===== config.mk =====
export PLATFORM = sky130hd
export DESIGN_NAME = ff_bank_arbiter
export DESIGN_NICKNAME = d
export VERILOG_FILES = /design/src/rtl/ff_bank_arbiter.sv
export SDC_FILE = /design/constraint.sdc
export NUM_CORES = 1
export LEC_CHECK = 0
export ABC_AREA = 1
export BUFFER_PORTS_ARGS = -buffer_cell sky130_fd_sc_hd__buf_4
export CELL_PAD_IN_SITES_DETAIL_PLACEMENT = 1
export CELL_PAD_IN_SITES_GLOBAL_PLACEMENT = 2
export CORE_MARGIN = 2
export CORE_UTILIZATION = 26
export DETAILED_ROUTE_END_ITERATION = 16
export PLACE_DENSITY_LB_ADDON = 0.1
export REMOVE_ABC_BUFFERS = 1
export SLEW_MARGIN = 20
export SYNTH_ARGS = -nofsm -noshare
export SYNTH_HDL_FRONTEND = slang
export SYNTH_SLANG_ARGS = --single-unit

===== constraint.sdc =====
create_clock -name clk -period 2.9 [get_ports clk]
set_clock_uncertainty 0.2 [all_clocks]
set_input_delay 0.145 -clock clk [delete_from_list [all_inputs] [get_ports clk]]
set_output_delay 0.145 -clock clk [all_outputs]
set_load 0.05 [all_outputs]

===== src/rtl/ff_bank_arbiter.sv =====
// ff_bank_arbiter: round-robin arbiter driving load/clear/preset strobes of one shared register bank
module ff_bank_arbiter #(
  parameter int NREQ = 4,
  parameter int WIDTH = 8,
  parameter logic [WIDTH-1:0] INIT = {WIDTH{1'b0}}
) (
  input  logic                  clk,
  input  logic                  clr,
  input  logic [NREQ-1:0]       req,
  input  logic [2*NREQ-1:0]     op,
  input  logic [NREQ*WIDTH-1:0] wdata,
  output logic [NREQ-1:0]       gnt,
  output logic                  busy,
  output logic                  bank_en,
  output logic                  bank_clr,
  output logic                  bank_pre,
  output logic [WIDTH-1:0]      q
);
  localparam int IW = (NREQ > 1) ? $clog2(NREQ) : 1;
  typedef enum logic [1:0] {IDLE, EXEC, RECOVER} state_t;
  state_t state_q, state_d;
  logic [IW-1:0] ptr_q, ptr_d, win_q, win_d, win;
  logic [NREQ-1:0] gnt_q, gnt_d;
  logic [WIDTH-1:0] data_q, data_d, q_q, q_d;
  logic en_q, en_d, bclr_q, bclr_d, pre_q, pre_d, busy_q, busy_d, any;
  logic [1:0] sel_op;
  // downward scan so the lowest offset from ptr wins
  always_comb begin
    win = '0;
    any = 1'b0;
    for (int k = NREQ - 1; k >= 0; k--)
      if (req[(int'(ptr_q) + k) % NREQ]) begin
        win = IW'((int'(ptr_q) + k) % NREQ);
        any = 1'b1;
      end
    sel_op = op[2*int'(win) +: 2];
  end
  always_comb begin
    state_d = state_q;
    ptr_d = ptr_q;
    win_d = win_q;
    data_d = data_q;
    q_d = q_q;
    gnt_d = '0;
    en_d = 1'b0;
    bclr_d = 1'b0;
    pre_d = 1'b0;
    busy_d = 1'b0;
    case (state_q)
      IDLE: if (any) begin
        state_d = EXEC;
        win_d = win;
        data_d = wdata[int'(win)*WIDTH +: WIDTH];
        gnt_d = NREQ'(1) << win;
        en_d = sel_op == 2'b00;
        bclr_d = sel_op == 2'b01;
        pre_d = sel_op == 2'b10;
        busy_d = 1'b1;
      end
      EXEC: begin
        q_d = en_q ? data_q : bclr_q ? '0 : pre_q ? '1 : q_q;
        ptr_d = (win_q == IW'(NREQ - 1)) ? '0 : win_q + 1'b1;
        state_d = (bclr_q || pre_q) ? RECOVER : IDLE;
        busy_d = bclr_q || pre_q;
      end
      default: state_d = IDLE;
    endcase
  end
  always_ff @(posedge clk) begin
    if (clr) begin
      state_q <= IDLE;
      ptr_q <= '0;
      win_q <= '0;
      data_q <= '0;
      q_q <= INIT;
      gnt_q <= '0;
      en_q <= 1'b0;
      bclr_q <= 1'b0;
      pre_q <= 1'b0;
      busy_q <= 1'b0;
    end else begin
      state_q <= state_d;
      ptr_q <= ptr_d;
      win_q <= win_d;
      data_q <= data_d;
      q_q <= q_d;
      gnt_q <= gnt_d;
      en_q <= en_d;
      bclr_q <= bclr_d;
      pre_q <= pre_d;
      busy_q <= busy_d;
    end
  end
  assign gnt = gnt_q;
  assign busy = busy_q;
  assign bank_en = en_q;
  assign bank_clr = bclr_q;
  assign bank_pre = pre_q;
  assign q = q_q;
endmodule


---- Word-level counts from Yosys, hierarchy flattened ----
Index checks and enable logic that the tools add are counted.
Widths: inputs -> output; s select.
storage, ports and cells
  register bits ........................... 30
  bits of input ports ..................... 46
  output and inout bits ................... 16
  logic and storage cells ................. 69
cells by class
  $add $sub $neg .......................... 4
  order comparisons ....................... 4
  equality and inequality tests ........... 5
  shifts and indexed selects .............. 3
  muxes and demuxes ....................... 28
  bitwise gates (word level) .............. 5
  reductions and logical operators ........ 10
operators with widths
  operator             number
  $shiftx 32x6->8      1
  $mux 8               3
  $mux 2               7
  $lt 3x4->1 const B   3
  $mux 1               12
  $bmux 1 s2           4
  $shiftx 8x4->2       1
  $reduce_or 2->1      3
  $add 2x1->2 const B  2
  $add 2x2->2 const B  2
  $eq 2x1->1 const B   2
  $eq 2x2->1 const B   2
  $logic_not 2->1      2
  $pmux 2 s2           1
  $reduce_and 2->1     2
  $shl 1x2->4 const A  1
  $and 1x1->1 const A  3
  $lt 2x3->1 const B   1
  $reduce_bool 3->1    1
  $reduce_or 3->1      1
  $ne 2x2->1 const B   1
  $not 1->1            2
  $pmux 1 s2           1
  $logic_or 1x1->1     1

---- Depth between registers and ports, before layout ----
  depth in word-level cells ............... 12
  mapped depth ............................ 14

---- Worst setup path after synthesis ----
No wires, ideal clock.
  path kind ............................... register -> register
  start point ............................. reg en_q, in the netlist bank_en
  end point ............................... reg q_q[6], in the netlist q[6]
  setup time .............................. 0.070 ns
  data arrival time ....................... 1.614 ns
  data required time ...................... 2.630 ns
  setup slack ............................. 1.016 ns
  stages on the path, launching flop included .. 7
  path through ............................ dfxtp_1 > clkbuf_1 > nand2_1 > nand2_1 > clkbuf_1 > o21ai_0 > a21oi_1
on the way
  longest elaborated chain between the ends .. 2
ends and longest elaborated chain
  item                                RTL line  source
  from (decl)                         25        logic en_q, en_d, bclr_q, bclr_d, pre_q, pre_d, busy_q, busy_d, any;
  from (signal assigned)              88        en_q <= en_d;
  $reduce_bool 3->1 (no source line)  n/a
  $reduce_and 2->1 (no source line)   n/a
  to (signal assigned)                86        q_q <= q_d;
  to (decl)                           24        logic [WIDTH-1:0] data_q, data_d, q_q, q_d;
Parallel ways exist; a longest one is shown, timed or not.
A chain may end at the register's enable or synchronous reset.

---- Worst setup path after layout ----
  start point ............................. reg ptr_q[0]
  end point ............................... reg en_q, in the netlist bank_en
on the way
  longest elaborated chain between the ends .. 10
ends and longest elaborated chain
  item                                                RTL line  source
  from (decl)                                         22        logic [IW-1:0] ptr_q, ptr_d, win_q, win_d, win;
  from (signal assigned)                              83        ptr_q <= ptr_d;
  $add 2x2->2                                         32, 33
  $bmux 1 s2                                          32        if (req[(int'(ptr_q) + k) % NREQ]) begin
  $mux 1 (implied by the code) (2 in a row)           32
  $mux 2 or $mux 1 (tied branches) (4 in a row)       32
  $shiftx 8x4->2 or $not 1->1 (tied branches)         n/a
  $logic_not 2->1 or $reduce_or 3->1 (tied branches)  n/a
Parallel ways exist; a longest one is shown, timed or not. The select of a mux whose other input is x is not followed.

==> run summary <==
The count of mapped cells out of synthesis came out at 254. The number of synthesized flops with an enable pin came out at 0. TritonCTS created 5 clock buffers. The share of total power dissipated in the clock network is 19.0%.

The cell sitting at the root of the clock tree is a sky130_fd_sc_hd__clkbuf_8. The total clock sinks is 30. Once the floorplan was initialized, standard cells occupied 27.1% of the core. The number of top-level pins is 62. The kind of path behind the tightest hold check is primary input to flop. After synthesis, the cell types taking the most area are sky130_fd_sc_hd__dfxtp_1 37%, sky130_fd_sc_hd__nand2_1 18%, sky130_fd_sc_hd__nand3_1 16%. The sequential area share after synthesis is 37.0%. The actual transition at the worst max-transition pin is 488 ps. The flow ran to the end, but the final reports show violations. The checks that failed: negative hold slack. Global routing consumed, over all layers together, 15.1% of the routing resources. sky130_fd_sc_hd__nand2_1 is the most common cell in the netlist. Dividing the detail-routed wire length by the instance count gives 12.7 um. The number of nets in the layout is 367. The number of core rows came out at 28. The synthesized area divided by synthesized cell count is 6.38 sq um. For this run, design rule violations remaining after detail routing come to 0. The area of the core region is 5990 sq um.

The area used by sequential logic in the layout came out at 601 sq um. The internal power summed over all cells came out at 1.01 mW. The hold violation total from the final report came out at 1. The worst slew margin relative to its limit came out at 67.5%. The number of buffer cells added on primary ports came out at 61. The cell area after layout is 2290 sq um. The number of vias per cell after detailed routing came out at 4.55. The post-CTS setup-driven buffer insertion count is 0. In this run the static leakage power is 1.19 nW. The routed layout has 1,802 vias. After detailed placement, the total cell area comes to 2120 sq um. The cell area after technology mapping came out at 1620 sq um. Of the total power, combinational logic draws 49.1%.

STA classifies the critical path endpoint as a flop. After clock tree synthesis, the clock-pin slew on the worst setup and hold paths is 70 ps. The total wire length after detailed routing is 5030 um.

The number of H-tree branching levels came out at 2. The first-pass detailed-route iteration total is 4. The share of layout cells above drive strength 1 came out at 24.9%. The floorplan step defined a die boundary enclosing 6880 sq um.

The worst-case vdd ir drop came out at 0.280 mV. The count of nets left with antenna violations once routing finished came out at 0. The weighted congestion reported at the end of routability-driven placement is 0.777.

The multi-input combinational cells in the finished layout cover a total of 845 sq um. The number of global-route vias before repair is 1,806. The max-slew violation total from the final report is 0. The final setup violation count is 0.

The total power came out at 1.86 mW. Of the post-synthesis cell area, the dominant cell type holds 37.0%. The startpoint type of the worst setup path is a flop.

The switching portion of total power is 45.6%. The fill cell total of the finished layout is 781. The clock latency reported for the late side of the worst-skew pair is 280 ps.

Setup repair after global routing left no endpoint under its margin. The count of distinct cell types in the synthesized netlist came out at 20. The largest area contributor in the synthesized netlist is sky130_fd_sc_hd__dfxtp_1.

The total of warnings raised by yosys is 0. In the synthesized netlist, the cells that appear most often are 77 x sky130_fd_sc_hd__nand2_1, 53 x sky130_fd_sc_hd__nand3_1, 30 x sky130_fd_sc_hd__dfxtp_1, 22 x sky130_fd_sc_hd__inv_1, 19 x sky130_fd_sc_hd__a21oi_1. The chip height is 83.0 um. The number of antenna violations at the first check in global routing is 0.

The max capacitance violation total is 0. The overall die width is 83.0 um. Across all hold checks on the routed design, the worst slack comes to -1.42 ps. The share of the cycle needed by the critical path after routing is 83.4%. The post-synthesis to final-layout area growth came out at 41.0%. The residual overflow from global routing is 0.

The quantity of gates resized following cts came out at 0. For this block, the initial DRC count from the detailed router was 55. Summed over all nets, the switching power comes to 0.847 mW. 0 antenna diodes ended up in the layout. The power per cell area is 813 nW/um^2. In this run the deepest clock path goes through 2 buffers. Counting flops with an async set or reset pin after synthesis yields a share of 0%. The post-DP HPWL is 3760 um. The arrival time at the worst endpoint is 2390 ps. The synthesized design contains 30 register bits. STA puts the critical path data required time at 2870 ps. The part of the total power dissipated in sequential elements is 31.9%. The clock period minus worst slack came out at 2420 ps. The critical-path maximum fanout came out at 24. The worst setup path is of the flop to flop kind. The global-route wire length before repair is 8490 um.

The commonest register cell after synthesis is sky130_fd_sc_hd__dfxtp_1. TritonCTS built the clock tree. The sum of negative setup slack came out at 0 ps.

The highest achievable clock rate came out at 413 MHz. The pin count of the biggest net entering global routing came out at 25.
==> critical path, cell delays in order (launching register included) <==
cell and delay [ps]:
sky130_fd_sc_hd__dfxtp_1 620, sky130_fd_sc_hd__inv_1 170, sky130_fd_sc_hd__nand2_1 90, sky130_fd_sc_hd__nand2_1 80, sky130_fd_sc_hd__inv_1 60, sky130_fd_sc_hd__nand2_1 70, sky130_fd_sc_hd__nand3_2 90, sky130_fd_sc_hd__nand2_1 60
sky130_fd_sc_hd__nand2_2 130, sky130_fd_sc_hd__nand2_2 310, sky130_fd_sc_hd__nand2_1 180, sky130_fd_sc_hd__nand3_1 100, sky130_fd_sc_hd__nand2_1 90, sky130_fd_sc_hd__nor2_1 50
==> power by group through the flow <==
stage	logic [mW]	clock network, mW	registers [mW]
after floorplan	0.452	0	0.751
after global placement	0.911	0	0.599
after detailed placement	0.914	0	0.600
after CTS	0.928	0.369	0.592
after global routing	1.03	0.391	0.608
final	0.913	0.353	0.593
==> final timing paths <==
check	from	endpoint	slack [ps]	cells after the start
max	ptr_q[0]	bank_en	480	13
min	wdata[25]	data_q[1]	-1	5
max reg2reg	ptr_q[0]	bank_en	480	13
min reg2reg	data_q[3]	data_q[3]	260	2
==> layer usage <==
metal	up-vias	global-route usage (%)	wire length, um	part of all wire (%)
met1	795	19.9	2520	50
li1	951	-	-	-
met2	49	23.9	2170	43
met5	-	0	0	0
met3	7	3.28	246	4.9
met4	0	5.96	97	1.9
==> metrics by stage <==
stage	util (%)	instances	hold slack [ps]	setup WS, ps
detailed placement	35.4	381	137	485
CTS	38.2	396	3.42	465
floorplan	-	241	14.1	686
global placement	35.4	381	137	541
global route	38.2	396	31.4	97.7
finish	38.2	396	-1.42	480
==> placed cells by master, fill, tap and decap left out <==
| cell | instances |
|---|---|
| sky130_fd_sc_hd__a21oi_1 | 19 |
| sky130_fd_sc_hd__buf_4 | 65 |
| sky130_fd_sc_hd__clkbuf_8 | 6 |
| sky130_fd_sc_hd__clkinv_1 | 1 |
| sky130_fd_sc_hd__clkinv_2 | 1 |
| sky130_fd_sc_hd__clkinvlp_4 | 1 |
| sky130_fd_sc_hd__dfxtp_1 | 30 |
| sky130_fd_sc_hd__dlygate4sd3_1 | 7 |
| sky130_fd_sc_hd__ha_1 | 1 |
| sky130_fd_sc_hd__inv_1 | 22 |
| sky130_fd_sc_hd__inv_2 | 2 |
| sky130_fd_sc_hd__nand2_1 | 77 |
| sky130_fd_sc_hd__nand2_2 | 2 |
| sky130_fd_sc_hd__nand3_1 | 53 |
| sky130_fd_sc_hd__nand3_2 | 2 |
| sky130_fd_sc_hd__nand3b_1 | 1 |
| sky130_fd_sc_hd__nor2_1 | 13 |
| sky130_fd_sc_hd__nor3_1 | 1 |
| sky130_fd_sc_hd__o21ai_0 | 13 |
| sky130_fd_sc_hd__o21ai_1 | 3 |
| sky130_fd_sc_hd__o21ai_2 | 1 |
==> final cells by class <==
cell class	count	area share, %
repair buffers	72	24.4
flip-flops and latches	30	26.3
well taps	75	4.11
clock buffers	6	3.61
multi-input cells	186	36.9
clock inverters	2	0.547
inverters	25	4.11
==> what timing repair did <==
action                                  CTS  global route
endpoints found under the setup margin    0             0
endpoints found under the hold margin     7             0
hold buffers                              7             0
==> flip-flops by register name, indices dropped and copies added, names as in the netlist <==
name      cells
win_q         2
bank_pre      1
gnt           4
q             8
bank_en       1
data_q        8
state_q       2
busy          1
bank_clr      1
ptr_q         2
==> cell families (layout without fill, tap and decap cells) <==
family / Yosys count / after routing / share of synthesized area, %
DFF: 30 / 30 / 37.0
AOI/OAI and AO/OA: 36 / 36 / 11.3
and+or+nand+nor: 149 / 149 / 40.0
buffers and inverters: 38 / 105 / 10.9
adders and majority gates: 1 / 1 / 0.771
Power figures use the tool's default switching activity.
